<file path="config.mk">
export PLATFORM = sky130hd
export DESIGN_NAME = caq_tape_player_flat
export DESIGN_NICKNAME = d
export VERILOG_FILES = /design/src/rtl/caq_tape_pkg.sv /design/src/rtl/caq_tape_player_if.sv /design/src/rtl/tape_bit_gen.sv /design/src/rtl/caq_tape_player.sv /design/src/flat_wrapper.sv
export SDC_FILE = /design/constraint.sdc
export NUM_CORES = 1
export LEC_CHECK = 0
export BUFFER_PORTS_ARGS = -buffer_cell sky130_fd_sc_hd__buf_2
export CAP_MARGIN = 5
export CORE_MARGIN = 3
export CORE_UTILIZATION = 62
export DETAILED_ROUTE_END_ITERATION = 10
export MAX_ROUTING_LAYER = met4
export PLACE_DENSITY = 0.85
export SLEW_MARGIN = 20
export SYNTH_ARGS = -nofsm -noshare
export SYNTH_HDL_FRONTEND = slang
export SYNTH_SLANG_ARGS = --single-unit
</file>
<file path="constraint.sdc">
create_clock -name clk -period 5.7 [get_ports clk]
set_clock_uncertainty 0.15 [all_clocks]
set_input_delay 0.855 -clock clk [delete_from_list [all_inputs] [get_ports clk]]
set_output_delay 0.855 -clock clk [all_outputs]
set_load 0.05 [all_outputs]
</file>
<file path="src/rtl/caq_tape_pkg.sv">
// caq_tape_pkg: shared state type, default bit timing and sizing helper for
// the CAQ cassette playback engine.
package caq_tape_pkg;

   // Default bit-cell timing, in ce_tape ticks per half period.
   localparam int T1_HALF   = 1;
   localparam int T0_HALF   = 2;
   // Default number of '1' stop bits appended after every byte.
   localparam int STOP_BITS = 2;

   // Byte-level playback states.
   typedef enum logic [2:0] {
      ST_IDLE  = 3'd0,
      ST_FETCH = 3'd1,
      ST_LOAD  = 3'd2,
      ST_START = 3'd3,
      ST_DATA  = 3'd4,
      ST_STOP  = 3'd5,
      ST_DONE  = 3'd6
   } tape_state_t;

   // Width of a tick counter that must hold a full bit cell (2 * longest half).
   function automatic int tick_cnt_width(input int t0, input int t1);
      int m;
      m = (t0 > t1) ? t0 : t1;
      return $clog2(2 * m + 1);
   endfunction

endpackage

</file>
<file path="src/rtl/caq_tape_player_if.sv">
// caq_tape_player_if: image loader and tape RAM read port seen by the player.
//
// Protocol: 'loaded' is a one-clk pulse that marks a finished download; 'length'
// is only meaningful in that clk. 'addr' is driven by the player and 'data'
// returns the RAM byte at that address one clk after 'addr' changes. There is
// no back-pressure: the RAM always answers, so no valid/ready pair is needed.
interface caq_tape_player_if;
   logic        loaded;
   logic [15:0] length;
   logic [15:0] addr;
   logic [7:0]  data;

   // Player side: consumes loader/RAM signals, drives the read address.
   modport master (
      input  loaded,
      input  length,
      input  data,
      output addr
   );

   // Loader/RAM side.
   modport slave (
      output loaded,
      output length,
      output data,
      input  addr
   );
endinterface

</file>
<file path="src/rtl/tape_bit_gen.sv">
// tape_bit_gen: produces one cassette bit cell. The level goes high on the
// first ce_tape tick of the cell, falls after 'half' ticks and the cell ends
// after 2*half ticks. A start presented on the final tick chains the next cell
// without losing a tick, so consecutive cells are seamless.
module tape_bit_gen #(
   parameter int CW = 3
) (
   input  logic          clk,
   input  logic          reset_n,
   input  logic          ce_tape,
   input  logic          clear,
   input  logic          start,
   input  logic          bit_val,
   input  logic [CW-1:0] half_one,
   input  logic [CW-1:0] half_zero,
   output logic          level,
   output logic          done
);

   logic          active;
   logic [CW-1:0] cnt;
   logic [CW-1:0] half_q;
   logic [CW-1:0] half_sel;
   logic [CW-1:0] last_cnt;

   assign half_sel = bit_val ? half_one : half_zero;
   assign last_cnt = (half_q << 1) - CW'(1);

   // Final tick of the current cell; the caller may chain a new cell on it.
   assign done = active & ce_tape & (cnt == last_cnt);

   // Tick counter and output level; clear aborts the cell and discards any tick.
   always_ff @(posedge clk or negedge reset_n) begin
      if (!reset_n) begin
         active <= 1'b0;
         cnt    <= '0;
         half_q <= '0;
         level  <= 1'b0;
      end else if (clear) begin
         active <= 1'b0;
         cnt    <= '0;
         half_q <= '0;
         level  <= 1'b0;
      end else if (active && ce_tape) begin
         // Tick k (1-based) of the cell is high while k <= half.
         level <= (cnt < half_q);
         if (cnt == last_cnt) begin
            cnt    <= '0;
            active <= start;
            if (start) begin
               half_q <= half_sel;
            end
         end else begin
            cnt <= cnt + CW'(1);
         end
      end else if (start) begin
         // Arming from idle: a coincident tick belongs to the latch clk, not the cell.
         active <= 1'b1;
         cnt    <= '0;
         half_q <= half_sel;
      end
   end

endmodule

</file>
<file path="src/rtl/caq_tape_player.sv">
// caq_tape_player: reads a loaded CAQ image byte by byte from the tape RAM and
// serialises it as start bit, 8 data bits MSB first and stop bits on 'out'.
// The next byte is prefetched during the stop bits so frames run back to back.
module caq_tape_player
   import caq_tape_pkg::*;
#(
   parameter int T1_HALF   = caq_tape_pkg::T1_HALF,
   parameter int T0_HALF   = caq_tape_pkg::T0_HALF,
   parameter int STOP_BITS = caq_tape_pkg::STOP_BITS
) (
   input  logic              clk,
   input  logic              reset_n,
   input  logic              ce_tape,
   caq_tape_player_if.master tape,
   output logic              req,
   output logic              out,
   output tape_state_t       dbg_state
);

   localparam int CW = tick_cnt_width(T0_HALF, T1_HALF);
   localparam int SW = (STOP_BITS > 1) ? $clog2(STOP_BITS) : 1;

   localparam logic [CW-1:0] HALF_ONE  = CW'(T1_HALF);
   localparam logic [CW-1:0] HALF_ZERO = CW'(T0_HALF);
   localparam logic [SW-1:0] STOP_LAST = SW'(STOP_BITS - 1);

   tape_state_t   state;
   logic [15:0]   addr_q;     // also the count of bytes already latched
   logic [15:0]   len_q;      // image length captured at the loaded pulse
   logic [7:0]    shreg;      // byte being shifted out, MSB first
   logic [7:0]    nxt_byte;   // prefetched byte for the following frame
   logic          pf_valid;
   logic [2:0]    bit_idx;
   logic [SW-1:0] stop_idx;

   logic          cell_start;
   logic          cell_bit;
   logic          cell_done;
   logic          level;

   assign tape.addr = addr_q;
   assign out       = level;
   assign dbg_state = state;

   // Decide when the bit generator begins the next cell and with which value.
   always_comb begin
      cell_start = 1'b0;
      cell_bit   = 1'b0;
      if (!tape.loaded) begin
         case (state)
            ST_LOAD: begin
               cell_start = 1'b1;
               cell_bit   = 1'b0;
            end
            ST_START: begin
               if (cell_done) begin
                  cell_start = 1'b1;
                  cell_bit   = shreg[7];
               end
            end
            ST_DATA: begin
               if (cell_done) begin
                  cell_start = 1'b1;
                  cell_bit   = (bit_idx == 3'd7) ? 1'b1 : shreg[6];
               end
            end
            ST_STOP: begin
               if (cell_done) begin
                  if (stop_idx != STOP_LAST) begin
                     cell_start = 1'b1;
                     cell_bit   = 1'b1;
                  end else if (pf_valid) begin
                     cell_start = 1'b1;
                     cell_bit   = 1'b0;
                  end
               end
            end
            default: begin
               cell_start = 1'b0;
               cell_bit   = 1'b0;
            end
         endcase
      end
   end

   // Byte sequencer: fetch, latch, frame the byte and prefetch the next one.
   always_ff @(posedge clk or negedge reset_n) begin
      if (!reset_n) begin
         state    <= ST_IDLE;
         addr_q   <= '0;
         len_q    <= '0;
         shreg    <= '0;
         nxt_byte <= '0;
         pf_valid <= 1'b0;
         bit_idx  <= '0;
         stop_idx <= '0;
         req      <= 1'b0;
      end else if (tape.loaded) begin
         // A new image always restarts from byte 0, even mid-playback.
         len_q    <= tape.length;
         addr_q   <= '0;
         pf_valid <= 1'b0;
         bit_idx  <= '0;
         stop_idx <= '0;
         if (tape.length != 16'd0) begin
            state <= ST_FETCH;
            req   <= 1'b1;
         end else begin
            state <= ST_IDLE;
            req   <= 1'b0;
         end
      end else begin
         case (state)
            ST_IDLE: begin
               req <= 1'b0;
            end
            ST_FETCH: begin
               // RAM answers one clk after the address was set.
               state <= ST_LOAD;
            end
            ST_LOAD: begin
               shreg  <= tape.data;
               addr_q <= addr_q + 16'd1;
               state  <= ST_START;
            end
            ST_START: begin
               if (cell_done) begin
                  bit_idx <= '0;
                  state   <= ST_DATA;
               end
            end
            ST_DATA: begin
               if (cell_done) begin
                  shreg   <= shreg << 1;
                  bit_idx <= bit_idx + 3'd1;
                  if (bit_idx == 3'd7) begin
                     stop_idx <= '0;
                     state    <= ST_STOP;
                  end
               end
            end
            ST_STOP: begin
               // The address has been stable since the previous latch, so the
               // RAM word is already valid on the first stop clk.
               if (!pf_valid && (addr_q != len_q)) begin
                  nxt_byte <= tape.data;
                  addr_q   <= addr_q + 16'd1;
                  pf_valid <= 1'b1;
               end
               if (cell_done) begin
                  if (stop_idx != STOP_LAST) begin
                     stop_idx <= stop_idx + SW'(1);
                  end else if (pf_valid) begin
                     shreg    <= nxt_byte;
                     pf_valid <= 1'b0;
                     stop_idx <= '0;
                     state    <= ST_START;
                  end else begin
                     req   <= 1'b0;
                     state <= ST_DONE;
                  end
               end
            end
            ST_DONE: begin
               req   <= 1'b0;
               state <= ST_IDLE;
            end
            default: begin
               req   <= 1'b0;
               state <= ST_IDLE;
            end
         endcase
      end
   end

   tape_bit_gen #(
      .CW(CW)
   ) u_bit_gen (
      .clk       (clk),
      .reset_n   (reset_n),
      .ce_tape   (ce_tape),
      .clear     (tape.loaded),
      .start     (cell_start),
      .bit_val   (cell_bit),
      .half_one  (HALF_ONE),
      .half_zero (HALF_ZERO),
      .level     (level),
      .done      (cell_done)
   );

endmodule
</file>
<file path="src/flat_wrapper.sv">
// flat-port wrapper written by rule: the top's interface ports become plain ports
module caq_tape_player_flat import caq_tape_pkg::*;
#(
   parameter int T1_HALF   = caq_tape_pkg::T1_HALF,
   parameter int T0_HALF   = caq_tape_pkg::T0_HALF,
   parameter int STOP_BITS = caq_tape_pkg::STOP_BITS
)
  (clk, reset_n, ce_tape, req, out, dbg_state, tape_loaded, tape_length, tape_data, tape_addr);
  caq_tape_player_if tape_i ();
  input  logic clk;
  input  logic reset_n;
  input  logic ce_tape;
  output logic req;
  output logic out;
  output tape_state_t dbg_state;
  input wire logic [$bits(tape_i.loaded)-1:0] tape_loaded;
  input wire logic [$bits(tape_i.length)-1:0] tape_length;
  input wire logic [$bits(tape_i.data)-1:0] tape_data;
  output wire logic [$bits(tape_i.addr)-1:0] tape_addr;
  assign tape_i.loaded = tape_loaded;
  assign tape_i.length = tape_length;
  assign tape_i.data = tape_data;
  assign tape_addr = tape_i.addr;
  caq_tape_player #(.T1_HALF(T1_HALF), .T0_HALF(T0_HALF), .STOP_BITS(STOP_BITS)) u_core (.clk(clk), .reset_n(reset_n), .ce_tape(ce_tape), .tape(tape_i), .req(req), .out(out), .dbg_state(dbg_state));
endmodule
</file>
### After elaboration in Yosys (flattened, before gate mapping)

Index checks and enable logic that the tools add are counted.

* register bits after elaboration: 65
* bits in latches: 0
* RAM bits: 0
* bits in read-only memories: 0
* input port bits: 28
* output and inout port bits: 21
* memories kept: 0

* add/subtract/negate cells: 5
* multipliers: 0
* div/mod/pow operators: 0
* order comparisons: 1
* equal/unequal tests: 22
* shift operators: 0
* multiplexer cells: 68
* bitwise logic cells: 3
* reductions and logical operators: 22

Operator list (count)
* 2-to-1 mux 3 bit: 18
* 2-to-1 mux 1 bit: 35
* 2-to-1 mux 16 bit: 2
* 2-to-1 mux 8 bit: 4
* one-hot mux 16 bit (2 select lines): 1
* one-hot mux 8 bit (3 select lines): 1
* inequality test 3 x 2 -> 1 bit, second input constant: 7
* one-hot mux 3 bit (6 select lines): 1
* adder 16 x 1 -> 16 bit, second input constant: 1
* inequality test 16 bit: 1
* nonzero test 16 bit: 1
* nonzero test 3 bit: 5
* AND reduction 6 bit: 2
* inequality test 2 x 1 -> 1 bit, second input constant: 5
* equality test 3 bit, second input constant: 3
* AND reduction 4 bit: 2
* adder 3 x 1 -> 3 bit, second input constant: 2
* equality test 3 x 2 -> 1 bit, second input constant: 2
* one-hot mux 1 bit (3 select lines): 2
* one-hot mux 3 bit (2 select lines): 1
* AND reduction 3 bit: 2
* one-hot mux 1 bit (2 select lines): 2
* AND reduction 2 bit: 2
* nonzero test 2 bit: 2
* other kinds (15): 17

### Logic depth before layout (Yosys ltp)

* depth in word-level cells: 11
* depth in mapped cells: 9

### Cells and area by module

Synthesis repeated with hierarchy kept, for this count alone.

* cell total of the unflattened synthesis: 359
* area, all modules: 3547.2 um2

By module, submodules not included
* caq_tape_player: instances 1, cells each 306, area each 2997.9 um2, sequential area each 1426.4 um2
* tape_bit_gen: instances 1, cells each 53, area each 549.3 um2, sequential area each 200.2 um2

### Least setup slack after synthesis

No wires, ideal clock.

* path type: input to register
* start: input port tape_loaded
* end: register u_core.addr_q[14], in the netlist u_core.tape.addr[14]
* arrival time: 2.291 ns
* required time: 5.425 ns
* path slack: 3.134 ns
* stages: 5
* path buffers: 1
* path through: clkbuf_1 > o31ai_1 > a2111oi_4 > nor3b_1 > mux2_2

* longest elaborated chain between the ends: 2
* elaborated cells on any way between the ends: 4

RTL lines
* start: declaration: RTL line flat_wrapper.sv:16 `input wire logic [$bits(tape_i.loaded)-1:0] tape_loaded;`
* inequality test 3 x 2 -> 1 bit (no source line) / nonzero test 3 bit (equally long branches)
* AND reduction 2 bit (no source line)
* end signal: assignment: RTL line caq_tape_player.sv:123 `addr_q <= addr_q + 16'd1;`
* end signal: assignment: RTL line caq_tape_player.sv:147 `addr_q <= addr_q + 16'd1;`
* end: declaration: RTL line caq_tape_player.sv:28 `logic [15:0] addr_q;`

Parallel ways exist; a longest one is shown, timed or not.
A chain may end at the register's enable or synchronous reset.

### Worst setup path in the final report

* start: register u_core.state[0], in the netlist u_core.dbg_state[0]
* end: register u_core.addr_q[14], in the netlist u_core.tape.addr[14]

* longest elaborated chain between the ends: 3
* elaborated cells on any way between the ends: 7

RTL lines
* start: declaration: RTL line caq_tape_player.sv:27 `tape_state_t state;`
* start signal: assignment: RTL line caq_tape_player.sv:89 `state <= ST_IDLE;`
* start signal: assignment: RTL line caq_tape_player.sv:106 `state <= ST_FETCH;`
* start signal: assignment: RTL line caq_tape_player.sv:109 `state <= ST_IDLE;`
* equality test 3 bit / equality test 3 x 2 -> 1 bit (equally long branches): RTL line caq_tape_player.sv:113 `case (state)`
* one-hot mux 16 bit (2 select lines), or another cell as far along: RTL line caq_tape_player.sv:113
* 2-to-1 mux 16 bit / AND reduction 2 bit (equally long branches)

Parallel ways exist; a longest one is shown, timed or not.

==> flow_metrics.py <==
metrics = {
    "global_route": {
        "grt_pass1_wl_um": 13100,
        "grtUsageMet2_pct": 45.4,
        "grt_overflow": 0,
        "grt.total_usage_pct": 26.5,
        "antenna_found_initial": 0,
        "grt_pass1_vias": 2757,
        "met3_usage_pct": 6.69,
        "grt-busiest-layer": "met2",
        "grt_max_degree": 65,
        "grt_util_met1_pct": 31.8,
    },
    "placement": {
        "dp_cells": 444,
        "placed_area_mm2": 0.00380,
        "dp_hpwl_um": 5640,
        "gp_congestion": 0.933,
        "port_buffers": 48,
    },
    "floorplanning": {
        "core_mm2": 0.00534,
        "io_pins": 49,
        "initial_utilization_pct": 66.5,
        "die_x_um": 81.7,
        "die_y_um": 81.7,
        "die_area_mm2": 0.00667,
        "row_count": 26,
    },
    "finish": {
        "area_growth_pct": 12.7,
        "final_net_count": 419,
        "drive_gt1_share_pct": 27.4,
        "fin_cells": 460,
        "antenna_cells": 0,
        "fill_cells": 397,
        "final_area_mm2": 0.00400,
    },
    "timing": {
        "fmax_ghz": 0.332,
        "worstMarginPinSlew_ns": 1.03,
        "rsz0062_at_grt": "no",
        "hold_viol_final": 0,
        "slew_headroom_pct": 31.7,
        "tns_ns": 0,
        "setup_viol": 0,
        "drv_slew": 0,
        "min_period_over_period_pct": 52.8,
        "period_needed_ns": 3.01,
    },
    "clock_network": {
        "ctsResizeCount": 0,
        "cts_hold_buf": 0,
        "clkLatencyLatePin_ns": 0.34,
        "cts_made_buffers": 9,
        "cts_root_buf": "clkbuf_8",
        "cts_buffer_depth": 2,
        "cts_tree": "done",
        "cts_sinks": 64,
        "post_cts_buffers": 0,
        "htreeDepth": 3,
        "clk_pin_slew_ns": 0.07,
    },
    "hold_path": {
        "min_path_type": "flip-flop to flip-flop",
        "hold_start": "u_core.shreg[7]",
        "min_path_cells": 1,
        "min_to": "u_core.shreg[7]",
    },
    "setup_path": {
        "cp_data_arrival_time_ns": 3.08,
        "r2r-start": "u_core.dbg_state[0]",
        "reg2reg_slack_ns": 2.69,
        "crit_required_ns": 5.77,
        "worstPathMaxFanout": 30,
        "rr_endpoint": "u_core.tape.addr[14]",
        "startpoint_type": "flip-flop",
        "r2r_cells": 6,
        "crit_type": "flip-flop to flip-flop",
        "cp-end-kind": "flip-flop",
    },
    "synth": {
        "async_flop_share_pct": 100,
        "synthesis.area_mm2": 0.00355,
        "synth-seq-cells": 64,
        "synth_area_leaders": "dfrtp_1, mux2_2, xnor2_1",
        "synth.yosys.warnings": 0,
        "yosysMostFrequentCell": "dfrtp_1",
        "ys_seq_area_share_pct": 45.1,
        "yosys.area.top_type_share_pct": 45.1,
        "synth_edf_count": 0,
        "synthesis.nets": 375,
        "synth_ff_type": "dfrtp_1",
        "yosys-top-cells-count": "dfrtp_1, nor2_1, mux2_2, a21oi_1, xnor2_1",
        "yosysUniqueCellTypes": 59,
        "yosysTopAreaCell": "dfrtp_1",
        "synthCells": 341,
        "syn-mean-instance-area_um2": 10.4,
    },
    "route": {
        "routed_wl_um": 7920,
        "drtIter0Drc": 220,
        "ant_nets": 0,
        "firstDrtPassIters": 5,
        "viasPerCell": 6.16,
        "avgRoutedWirePerCell_um": 17.2,
        "drc": 0,
        "vias": 2832,
    },
    "status": {
        "run_status": "complete, no violations",
    },
    "pwr": {
        "cellLeakagePower_nw": 1.79,
        "max-vdd-ir-drop_mv": 0.230,
        "p_per_area_mw_per_mm2": 277,
        "totalPowerFinal_mw": 1.11,
    },
    "run": {
        "max_cap_violations": 0,
    },
}
## flip-flops by register name, summed over array words and instances, names as in the netlist
name	cells
u_core.bit_idx	3
u_core.dbg_state	3
u_core.len_q	16
u_core.nxt_byte	8
u_core.pf_valid	1
u_core.req	1
u_core.shreg	8
u_core.stop_idx	1
u_core.tape.addr	16
u_core.u_bit_gen.active	1
u_core.u_bit_gen.cnt	3
u_core.u_bit_gen.half_q	2
u_core.u_bit_gen.level	1
## cells in the final DEF, fill, tap and decap left out, types with 3 or more instances in the layout
cell      count
dfrtp_1      64
buf_2        48
nor2_1       30
mux2_2       28
a21oi_1      24
xnor2_1      19
inv_1        17
nand2_1      12
nand3_1      10
clkbuf_8     10
mux2i_1       9
o21ai_0       9
o221ai_1      8
o21a_1        8
nand2b_1      6
ha_1          6
nand4_1       5
nor3_1        5
nor2b_1       5
nor4_1        4
and3_1        3
nand3b_1      3
a32o_1        3
a31o_2        3
o31ai_1       3
## critical path: stages (launching register included)
cell and delay, ns:
dfrtp_1 1.02, nand3b_1 0.27, nor2_1 0.21, o31ai_1 0.15, a2111oi_4 0.48, nor3b_1 0.26
mux2_2 0.36
## cell type report
cell class	instances	area, µm²	share of cell area (%)
multi-input cells	243	1800	44.9
inverters	17	63.8	1.59
well taps	70	87.6	2.19
repair buffers	50	255	6.38
clock inverters	5	56.3	1.41
clock buffers	11	141	3.53
flip-flops and latches	64	1600	40.0
## routing by layer
metal / share of wire [%] / vias to the layer above
li1: - / 1331
met1: 42 / 1421
met2: 52 / 72
met3: 4.9 / 8
met4: 0.87 / 0
met5: 0 / -
## power by group
group,total [mW],internal [mW],switching (mW),leakage (nW)
clock,0.387,0.213,0.174,0.0993
sequential,0.551,0.506,0.0441,0.818
combinational,0.169,0.0829,0.0864,0.871
total,1.11,0.802,0.305,1.79
## how the worst max path moves through the flow
stage | cells after the start | slack [ns] | to | start
3_5_place_dp | 6 | 2.62 | u_core.tape.addr[14] | tape_loaded
5_1_grt | 6 | 2.50 | u_core.tape.addr[14] | u_core.dbg_state[0]
3_3_place_gp | 6 | 2.69 | u_core.tape.addr[14] | tape_loaded
4_1_cts | 6 | 2.70 | u_core.tape.addr[14] | u_core.dbg_state[0]
6_report | 6 | 2.69 | u_core.tape.addr[14] | u_core.dbg_state[0]
2_1_floorplan | 5 | 3.13 | u_core.tape.addr[14] | tape_loaded
## stage by stage
step	hold WS, ns	utilization [%]	setup slack [ns]
2_1_floorplan	0.306	-	3.13
3_3_place_gp	0.323	71.3	2.69
6_report	0.340	75.0	2.69
5_1_grt	0.381	75.0	2.50
3_5_place_dp	0.330	71.3	2.62
4_1_cts	0.345	75.0	2.70
## logic make-up after synthesis
kind of cell | Yosys count | synth area share, %
fa+ha+maj | 6 | 2.11
buf+inv | 34 | 4.30
flops | 64 | 45.1
compound gates | 79 | 16.1
simple gates | 101 | 15.8
xor+xnor | 20 | 5.15
mux | 37 | 11.4
(Power assumes the default switching activity.)
